[config.mk]
export PLATFORM = sky130hd
export DESIGN_NAME = implication_window_monitor_flat
export DESIGN_NICKNAME = d
export VERILOG_FILES = /design/src/rtl/implication_window_monitor_pkg.sv /design/src/rtl/implication_window_monitor_if.sv /design/src/rtl/implication_window_monitor_tracker.sv /design/src/rtl/implication_window_monitor.sv /design/src/flat_wrapper.sv
export SDC_FILE = /design/constraint.sdc
export NUM_CORES = 1
export LEC_CHECK = 0
export ABC_AREA = 0
export BUFFER_PORTS_ARGS = -buffer_cell sky130_fd_sc_hd__buf_2
export CAP_MARGIN = 10
export CORE_ASPECT_RATIO = 0.6
export CORE_MARGIN = 2
export CORE_UTILIZATION = 55
export CTS_BUF_LIST = sky130_fd_sc_hd__clkbuf_2 sky130_fd_sc_hd__clkbuf_4 sky130_fd_sc_hd__clkbuf_8
export DETAILED_ROUTE_END_ITERATION = 6
export PLACE_DENSITY = 0.88
export SYNTH_ARGS = -nofsm -noshare
export SYNTH_HDL_FRONTEND = slang
export SYNTH_SLANG_ARGS = --single-unit
export TNS_END_PERCENT = 20
[constraint.sdc]
create_clock -name clk_in -period 9.1 [get_ports clk_in]
set_input_delay 0.91 -clock clk_in [delete_from_list [all_inputs] [get_ports clk_in]]
set_output_delay 0.91 -clock clk_in [all_outputs]
set_load 0.01 [all_outputs]
[src/rtl/implication_window_monitor_pkg.sv]
// Shared constants, counter type and popcount helper for the implication window monitor.
package monitor_pkg;

  localparam int MAX_DLY_HI = 31;
  localparam int CNT_W_DEF  = 16;

  typedef logic [CNT_W_DEF-1:0] cnt_t;

  function automatic logic [5:0] popcount(input logic [MAX_DLY_HI:0] v);
    logic [5:0] c;
    c = '0;
    for (int i = 0; i <= MAX_DLY_HI; i++) begin
      c = c + 6'(v[i]);
    end
    return c;
  endfunction

endpackage

[src/rtl/implication_window_monitor_if.sv]
// Per-channel stimulus and verdict bundle of the monitor; master drives the property inputs.
interface implication_window_monitor_if #(
  parameter int NUM_CH = 4,
  parameter int CNT_W  = 16
);

  logic [NUM_CH-1:0]       antecedent_in;
  logic [NUM_CH-1:0]       consequent_in;
  logic [NUM_CH-1:0]       disable_in;
  logic [NUM_CH-1:0]       pass_pulse_out;
  logic [NUM_CH-1:0]       fail_pulse_out;
  logic [NUM_CH-1:0]       fail_seen_out;
  logic [NUM_CH*CNT_W-1:0] pass_cnt_out;
  logic [NUM_CH*CNT_W-1:0] fail_cnt_out;

  modport master (
    output antecedent_in, consequent_in, disable_in,
    input  pass_pulse_out, fail_pulse_out, fail_seen_out, pass_cnt_out, fail_cnt_out
  );

  modport slave (
    input  antecedent_in, consequent_in, disable_in,
    output pass_pulse_out, fail_pulse_out, fail_seen_out, pass_cnt_out, fail_cnt_out
  );

endinterface

[src/rtl/implication_window_monitor_tracker.sv]
// One channel of the monitor: pending-attempt vector, window hit/fail logic, counters, sticky flag.
// Optional IMPLICATION_WINDOW_MONITOR_SVA_EN adds equivalent concurrent assertions.
module implication_tracker
  import monitor_pkg::*;
#(
  parameter int DLY_LO = 1,
  parameter int DLY_HI = 3,
  parameter int CNT_W  = CNT_W_DEF
) (
  input  logic             clk_in,
  input  logic             rst_in,
  input  logic             clr_in,
  input  logic             ant_in,
  input  logic             cons_in,
  input  logic             dis_in,
  output logic             pass_pulse_out,
  output logic             fail_pulse_out,
  output logic             fail_seen_out,
  output logic [CNT_W-1:0] pass_cnt_out,
  output logic [CNT_W-1:0] fail_cnt_out
);

  localparam int SUM_W = CNT_W + 6;
  localparam logic [SUM_W-1:0] SAT = (SUM_W'(1) << CNT_W) - SUM_W'(1);

  logic [DLY_HI:1]     p_q, p_d;
  logic [DLY_HI:0]     a, hit;
  logic [MAX_DLY_HI:0] hit_ext;
  logic                fail;
  logic [5:0]          n_pass;
  logic [CNT_W-1:0]    pass_base, fail_base;
  logic [SUM_W-1:0]    pass_sum, fail_sum;
  logic                pass_pulse_q, pass_pulse_d;
  logic                fail_pulse_q, fail_pulse_d;
  logic                fail_seen_q, fail_seen_d;
  logic [CNT_W-1:0]    pass_cnt_q, pass_cnt_d;
  logic [CNT_W-1:0]    fail_cnt_q, fail_cnt_d;

  always_comb begin
    a       = '0;
    hit     = '0;
    hit_ext = '0;
    p_d     = '0;
    a[0]    = ant_in & ~dis_in;
    for (int k = 1; k <= DLY_HI; k++) begin
      a[k] = p_q[k];
    end
    for (int k = 0; k <= DLY_HI; k++) begin
      if (k >= DLY_LO) hit[k] = a[k] & cons_in;
    end
    fail = a[DLY_HI] & ~cons_in;
    // disable aborts every attempt in flight without a verdict
    if (dis_in) begin
      hit  = '0;
      fail = 1'b0;
    end else begin
      for (int k = 0; k < DLY_HI; k++) begin
        p_d[k+1] = a[k] & ~hit[k];
      end
    end
    hit_ext[DLY_HI:0] = hit;
    n_pass            = popcount(hit_ext);

    // a coincident clear still counts this cycle's event
    pass_base = clr_in ? '0 : pass_cnt_q;
    fail_base = clr_in ? '0 : fail_cnt_q;
    pass_sum  = SUM_W'(pass_base) + SUM_W'(n_pass);
    fail_sum  = SUM_W'(fail_base) + SUM_W'(fail);
    pass_cnt_d = (pass_sum > SAT) ? SAT[CNT_W-1:0] : pass_sum[CNT_W-1:0];
    fail_cnt_d = (fail_sum > SAT) ? SAT[CNT_W-1:0] : fail_sum[CNT_W-1:0];
    fail_seen_d  = (fail_seen_q & ~clr_in) | fail;
    pass_pulse_d = |hit;
    fail_pulse_d = fail;
  end

  always_ff @(posedge clk_in) begin
    if (rst_in) begin
      p_q          <= '0;
      pass_pulse_q <= 1'b0;
      fail_pulse_q <= 1'b0;
      fail_seen_q  <= 1'b0;
      pass_cnt_q   <= '0;
      fail_cnt_q   <= '0;
    end else begin
      p_q          <= p_d;
      pass_pulse_q <= pass_pulse_d;
      fail_pulse_q <= fail_pulse_d;
      fail_seen_q  <= fail_seen_d;
      pass_cnt_q   <= pass_cnt_d;
      fail_cnt_q   <= fail_cnt_d;
    end
  end

  assign pass_pulse_out = pass_pulse_q;
  assign fail_pulse_out = fail_pulse_q;
  assign fail_seen_out  = fail_seen_q;
  assign pass_cnt_out   = pass_cnt_q;
  assign fail_cnt_out   = fail_cnt_q;

`ifdef IMPLICATION_WINDOW_MONITOR_SVA_EN
  a_impl: assert property (@(posedge clk_in) disable iff (rst_in || dis_in)
    ant_in |-> ##[DLY_LO:DLY_HI] cons_in);

  a_fail_match: assert property (@(posedge clk_in) disable iff (rst_in)
    !$past(rst_in) |-> (fail_pulse_q == $past(a[DLY_HI] & ~cons_in & ~dis_in)));
`endif

endmodule

[src/rtl/implication_window_monitor.sv]
// Multi-channel window-implication monitor: parameter checks and per-channel tracker array.
// Optional IMPLICATION_WINDOW_MONITOR_SVA_EN enables assertion cross-checks in each tracker.
module implication_window_monitor
  import monitor_pkg::*;
#(
  parameter int NUM_CH = 4,
  parameter int DLY_LO = 1,
  parameter int DLY_HI = 3,
  parameter int CNT_W  = CNT_W_DEF
) (
  input logic clk_in,
  input logic rst_in,
  input logic clr_in,
  implication_window_monitor_if.slave mon
);

  if (NUM_CH < 1 || DLY_LO < 0 || DLY_LO > DLY_HI || DLY_HI < 1 || DLY_HI > MAX_DLY_HI) begin : g_bad_param
    $error("implication_window_monitor: illegal NUM_CH/DLY_LO/DLY_HI combination");
  end

  for (genvar i = 0; i < NUM_CH; i++) begin : g_ch
    implication_tracker #(
      .DLY_LO (DLY_LO),
      .DLY_HI (DLY_HI),
      .CNT_W  (CNT_W)
    ) u_trk (
      .clk_in         (clk_in),
      .rst_in         (rst_in),
      .clr_in         (clr_in),
      .ant_in         (mon.antecedent_in[i]),
      .cons_in        (mon.consequent_in[i]),
      .dis_in         (mon.disable_in[i]),
      .pass_pulse_out (mon.pass_pulse_out[i]),
      .fail_pulse_out (mon.fail_pulse_out[i]),
      .fail_seen_out  (mon.fail_seen_out[i]),
      .pass_cnt_out   (mon.pass_cnt_out[i*CNT_W +: CNT_W]),
      .fail_cnt_out   (mon.fail_cnt_out[i*CNT_W +: CNT_W])
    );
  end

endmodule
[src/flat_wrapper.sv]
// flat-port wrapper written by rule: the top's interface ports become plain ports
module implication_window_monitor_flat import monitor_pkg::*;
#(
  parameter int NUM_CH = 4,
  parameter int DLY_LO = 1,
  parameter int DLY_HI = 3,
  parameter int CNT_W  = CNT_W_DEF
)
  (clk_in, rst_in, clr_in, mon_antecedent_in, mon_consequent_in, mon_disable_in, mon_pass_pulse_out, mon_fail_pulse_out, mon_fail_seen_out, mon_pass_cnt_out, mon_fail_cnt_out);
  implication_window_monitor_if #(.NUM_CH(NUM_CH), .CNT_W(CNT_W)) mon_i ();
  input logic clk_in;
  input logic rst_in;
  input logic clr_in;
  input wire logic [$bits(mon_i.antecedent_in)-1:0] mon_antecedent_in;
  input wire logic [$bits(mon_i.consequent_in)-1:0] mon_consequent_in;
  input wire logic [$bits(mon_i.disable_in)-1:0] mon_disable_in;
  output wire logic [$bits(mon_i.pass_pulse_out)-1:0] mon_pass_pulse_out;
  output wire logic [$bits(mon_i.fail_pulse_out)-1:0] mon_fail_pulse_out;
  output wire logic [$bits(mon_i.fail_seen_out)-1:0] mon_fail_seen_out;
  output wire logic [$bits(mon_i.pass_cnt_out)-1:0] mon_pass_cnt_out;
  output wire logic [$bits(mon_i.fail_cnt_out)-1:0] mon_fail_cnt_out;
  assign mon_i.antecedent_in = mon_antecedent_in;
  assign mon_i.consequent_in = mon_consequent_in;
  assign mon_i.disable_in = mon_disable_in;
  assign mon_pass_pulse_out = mon_i.pass_pulse_out;
  assign mon_fail_pulse_out = mon_i.fail_pulse_out;
  assign mon_fail_seen_out = mon_i.fail_seen_out;
  assign mon_pass_cnt_out = mon_i.pass_cnt_out;
  assign mon_fail_cnt_out = mon_i.fail_cnt_out;
  implication_window_monitor #(.NUM_CH(NUM_CH), .DLY_LO(DLY_LO), .DLY_HI(DLY_HI), .CNT_W(CNT_W)) u_core (.clk_in(clk_in), .rst_in(rst_in), .clr_in(clr_in), .mon(mon_i));
endmodule
# Yosys cells after proc, flatten, opt, wreduce, memory -nomap -nowiden
# Cells that the tools add are included.
[word_totals]
elab_cells = 137
ff_bits = 152
[classes]
n_addsub = 20
magnitude_cmp = 8
muxes = 24
reduce_logical = 8
bitwise_logic = 53
[ops]
columns = ["operator", "count"]
rows = [
  ["$mux 16", 16],
  ["$gt 17x16->1 const B", 8],
  ["$add 16x1->17", 4],
  ["$add 16x4->17", 4],
  ["$and 1x1->1", 32],
  ["$not 1->1", 17],
  ["$add 3x1->4", 4],
  ["$mux 4", 4],
  ["$reduce_or 4->1", 4],
  ["$add 2x1->3", 4],
  ["$add 1x1->2", 4],
  ["$reduce_or 2->1", 4],
  ["$mux 1", 4],
  ["$or 1x1->1", 4],
]

# Logic depth before layout (Yosys ltp)
[depth]
ltp_word = 8
depth_mapped = 13
mapped_depth_nobuf = 11

# By module
# From an unflattened synthesis, not the netlist that was laid out.
[unflattened]
hier_cells = 909
area_unflattened_um2 = 8007.7
[modules_own_cells]
columns = ["module", "cells_each", "area_each_um2", "seq_area_each_um2", "instances"]
rows = [
  ["implication_tracker at u_core.g_ch[0].u_trk ...", 227, 1974.4, 760.7, 3],
  ["implication_tracker at u_core.g_ch[3].u_trk", 228, 2084.5, 760.7, 1],
]

# Least setup slack after synthesis
# No wires, ideal clock.
[synth_timing]
path_type = "input -> register"
startpoint = "in clr_in"
endpoint = "reg u_core.g_ch[0].u_trk.pass_cnt_q[13]"
n_path_buf = 3
cell_stages = 12
t_required_ns = 9.036
slack_ns = 4.905
setup_ns = 0.064
arrival_ns = 4.131
cell_sequence = "clkbuf_1 -> clkbuf_1 -> clkbuf_1 -> nor2b_1 -> fa_1 -> ha_1 -> inv_1 -> fa_1 -> nand3b_1 -> or3_2 -> or4_4 -> nand3b_1"
[synth_between]
elab_chain_len = 4
[synth_lines]
columns = ["item", "line", "source"]
rows = [
  ["from (decl)", "flat_wrapper.sv:13", "input logic clr_in;"],
  ["$mux 16 (*)", "implication_window_monitor_tracker.sv:65", "pass_base = clr_in ? '0 : pass_cnt_q;"],
  ["$add 16x4->17 (*)", "implication_window_monitor_tracker.sv:67", "pass_sum = SUM_W'(pass_base) + SUM_W'(n_pass);"],
  ["$gt 17x16->1", "implication_window_monitor_tracker.sv:69", "pass_cnt_d = (pass_sum > SAT) ? SAT[CNT_W-1:0] : pass_sum[CNT_W-1:0];"],
  ["$mux 16 (*)", "implication_window_monitor_tracker.sv:69", ""],
  ["to (signal assigned)", "implication_window_monitor_tracker.sv:89", "pass_cnt_q <= pass_cnt_d;"],
  ["to (decl)", "implication_window_monitor_tracker.sv:36", "logic [CNT_W-1:0] pass_cnt_q, pass_cnt_d;"],
]
# Mark *: on every way between the ends. The rest lies on a longest branch, timed or not.
# A chain may end at the register's enable or synchronous reset.

# Worst setup path after layout
[layout_timing]
startpoint = "in clr_in"
endpoint = "reg u_core.g_ch[2].u_trk.pass_cnt_q[3]"
[layout_between]
elab_chain_len = 4
[layout_lines]
columns = ["item", "line"]
rows = [
  ["$mux 16 (*)", "implication_window_monitor_tracker.sv:65"],
  ["$add 16x4->17 (*)", "implication_window_monitor_tracker.sv:67"],
  ["$gt 17x16->1", "implication_window_monitor_tracker.sv:69"],
  ["$mux 16 (*)", "implication_window_monitor_tracker.sv:69"],
  ["to (signal assigned)", "implication_window_monitor_tracker.sv:89"],
  ["to (decl)", "implication_window_monitor_tracker.sv:36"],
]
# Marked as above.

==> flow_metrics.env <==
export IMPL_status="finished, final reports clean"
export IMPL_maxSlewViolCount=0
export IMPL_fillers=1192
export IMPL_row_count=33
export IMPL_power_density_nw_per_um2=139.6
export IMPL_ys_flop_type="dfxtp_1"
export IMPL_nNetsFinal=1098
export IMPL_place_congestion=0.8591
export IMPL_skew_ns=0.01967
export IMPL_drive_gt1_frac=0.2022
export IMPL_syn_to_final_growth_pct=15.56
export IMPL_ant_nets=0
export IMPL_dr_total_vias=7434
export IMPL_finalSetupViolations=0
export IMPL_rr_startpoint="u_core.g_ch[2].u_trk.p_q[1]"
export IMPL_postCtsHoldBufs=0
export IMPL_cts_setup_buffers=0
export IMPL_syn_avg_cell_area_um2=8.535
export IMPL_critical_path_class="in -> reg"
export IMPL_path_clk_slew_ns=0.10
export IMPL_ys_async_sr_fraction=0
export IMPL_drt_iter0_markers=725
export IMPL_clock_sinks=152
export IMPL_crit_path_frequent_cell="fa_1"
export IMPL_leakage_nw=3.594
export IMPL_antenna_cells=0
export IMPL_clock_tree_root_cell="clkbuf_8"
export IMPL_rsz0062_at_grt="false"
export IMPL_dp_hpwl_mm=14.45
export IMPL_hold_path_class="reg -> reg"
export IMPL_cp_arrival_ns=4.59
export IMPL_post_drt_wl_per_cell_um=16.48
export IMPL_tritoncts="yes"
export IMPL_start_util=0.5715
export IMPL_max_stage_delay_ns=0.67
export IMPL_ctsResizeCount=0
export IMPL_pwr_share_clk=0.448
export IMPL_p_sw_mw=0.2986
export IMPL_drcViolationCount=0
export IMPL_final_hold_viol_count=0
export IMPL_max_freq_ghz=0.2361
export IMPL_fin_crit_sh=0.4654
export IMPL_yosysSeqAreaShare=0.3838
export IMPL_clockBufferDepth=2
export IMPL_rr_worst_depth=9
export IMPL_fin_setup_tns_ns=0
export IMPL_htreeDepth=4
export IMPL_cts_made_buffers=17
export IMPL_peakVddDrop_mv=0.06859
export IMPL_endpoint="u_core.g_ch[2].u_trk.pass_cnt_out[3]"
export IMPL_crit_chain="buf_2, buf_4, nor2b_1, fa_1, ha_1, inv_1, fa_1, nand4b_1, nor3_1, nand3_1, a21oi_1"
export IMPL_synth_distinct_cells=65
export IMPL_dieWidth_um=159.0
export IMPL_syn_inst=929
export IMPL_period_needed_ns=4.235
export IMPL_grt_ovfl_total=0
export IMPL_cp_start_kind="input port"
export IMPL_coreArea_um2=13870
export IMPL_grt_antenna_before_repair=0
export IMPL_dr_pass1_iters=5
export IMPL_wirelength_mm=20.76
export IMPL_rr_endpoint="u_core.g_ch[2].u_trk.pass_cnt_out[3]"
export IMPL_syn_nets=972
export IMPL_critPathLaunch="clr_in"
export IMPL_r2r_setup_slack_ns=5.42
export IMPL_synth_edf_count=0
export IMPL_seqPwrFrac=0.521
export IMPL_timing_critical_path_required_ns=9.45
export IMPL_crit_path_top_delay_cell="nor3_1"
export IMPL_p_int_mw=0.9801
export IMPL_relSlewSlack=0.3661
export IMPL_routed_via_density=5.900
export IMPL_ioPinCount=155
export IMPL_grt_pass1_vias=6646
export IMPL_syn_area_um2=7929
export IMPL_postLayoutCoreUtil=0.6604
export IMPL_ys_warn_count=0
export IMPL_layout_common_cells="153 x buf_2, 152 x dfxtp_1, 85 x a21oi_1"
export IMPL_endpoint_kind="register"
export IMPL_swShare=0.2335
export IMPL_track_usage=0.2694
export IMPL_clock_latency_ns=0.45
export IMPL_cap_violations=0
export IMPL_combinationalPowerShare=0.031
export IMPL_grt_pass1_wl_mm=34.49
export IMPL_io_buffers=154
export IMPL_die_h_um=97.01
export IMPL_ys_seq_elements=152
export IMPL_worstPathMaxFanout=42
export IMPL_dieArea_um2=15420
export IMPL_layout_commonest_cell="buf_2"
export IMPL_grt_max_degree=81
export IMPL_min_from="u_core.g_ch[3].u_trk.fail_seen_out"
export IMPL_tightest_slew_ns=0.9473
## kinds of logic after synthesis
family                   count (synthesis)  synth area share
AND/OR/NAND/NOR                        385            0.2839
AO/OA/AOI/OAI                          194            0.1526
flip-flops                             152            0.3838
buffers and inverters                  108           0.05823
XOR/XNOR                                55           0.06076
adder cells (fa/ha/maj)                 28           0.05176
multiplexers                             7          0.008995
## cells in the mapped netlist, types with 8 or more instances
library cell / count / area [um2]
o21ai_0: 24 / 120.1
ha_1: 20 / 250.2
o211ai_1: 8 / 60.06
nand3_1: 42 / 210.2
and3_1: 11 / 68.82
buf_4: 12 / 90.09
nor3b_1: 14 / 105.1
and2_1: 23 / 143.9
dfxtp_1: 152 / 3043
a21oi_1: 85 / 425.4
nand3b_1: 12 / 90.09
nor2_1: 32 / 120.1
nand4_1: 21 / 131.4
nor4_1: 15 / 93.84
o22ai_1: 8 / 50.05
nor3_1: 51 / 255.2
inv_1: 56 / 210.2
xnor2_1: 52 / 455.4
fa_1: 8 / 160.2
nor2b_1: 45 / 281.5
a31oi_1: 16 / 100.1
clkbuf_1: 28 / 105.1
nand2b_1: 12 / 75.07
nand2_1: 61 / 229.0
nand4b_1: 11 / 96.34
## worst min path at each step
stage                                         end  slack, ns  cells past startpoint
6_report       u_core.g_ch[3].u_trk.fail_seen_out       0.46                      1
5_1_grt               u_core.g_ch[2].u_trk.p_q[3]       0.48                      1
4_1_cts        u_core.g_ch[3].u_trk.fail_seen_out       0.46                      1
3_5_place_dp   u_core.g_ch[3].u_trk.fail_seen_out       0.43                      1
3_3_place_gp   u_core.g_ch[2].u_trk.fail_seen_out       0.43                      1
2_1_floorplan         u_core.g_ch[0].u_trk.p_q[2]       0.42                      1
## power groups by stage
stage          registers (mW)  logic [mW]  clock network (mW)
2_1_floorplan           0.682      0.0270                   0
3_3_place_gp            0.682      0.0385                   0
3_5_place_dp            0.682      0.0394                   0
4_1_cts                 0.667      0.0395               0.581
5_1_grt                 0.667      0.0439               0.611
6_report                0.667      0.0399               0.572
## per-stage QoR
step                      total power, mW  worst slack (ns)  instances  instance area (um2)  hold slack [ns]
after global routing                1.321             4.544       1260                 9163           0.4803
final                               1.279             4.865       1260                 9163           0.4566
after global placement             0.7207             4.577       1228                 8725           0.4301
after detailed placement           0.7216             4.473       1228                 8725           0.4347
after CTS                           1.287             4.943       1260                 9163           0.4580
after floorplan                    0.7091             4.905        929                 7929           0.4209
## worst max-delay path: cells and delay by family
kind,cells,cell delay (ns)
and+or+nand+nor,4,1.69
adders and majority gates,3,1.15
AOI/OAI and AO/OA,1,0.30
buffers and inverters,3,0.52
## flip-flops by register name, indices dropped and copies added (netlist names)
name and count:
u_core.g_ch.u_trk.fail_pulse_out 4, u_core.g_ch.u_trk.fail_cnt_out 64, u_core.g_ch.u_trk.p_q 12, u_core.g_ch.u_trk.pass_pulse_out 4, u_core.g_ch.u_trk.pass_cnt_out 64, u_core.g_ch.u_trk.fail_seen_out 4
## metal layers
| metal | vias up | track usage | share of wire |
|---|---|---|---|
| li1 | 3569 | - | - |
| met1 | 3493 | 0.4165 | 0.48 |
| met2 | 345 | 0.3756 | 0.42 |
| met3 | 27 | 0.05489 | 0.091 |
| met4 | 0 | 0.07063 | 0.012 |
| met5 | - | 0 | 0 |
## layout make-up
cell class | count | area [um2] | share of cell area
Tap cell | 192 | 240.2 | 0.02622
Clock inverter | 14 | 196.4 | 0.02144
Timing Repair Buffer | 158 | 803.3 | 0.08767
Clock buffer | 18 | 241.5 | 0.02636
Sequential cell | 152 | 3043 | 0.3321
Inverter | 57 | 214.0 | 0.02335
Multi-Input combinational cell | 669 | 4424 | 0.4829
Note: power is estimated with default switching activity, not from simulation.
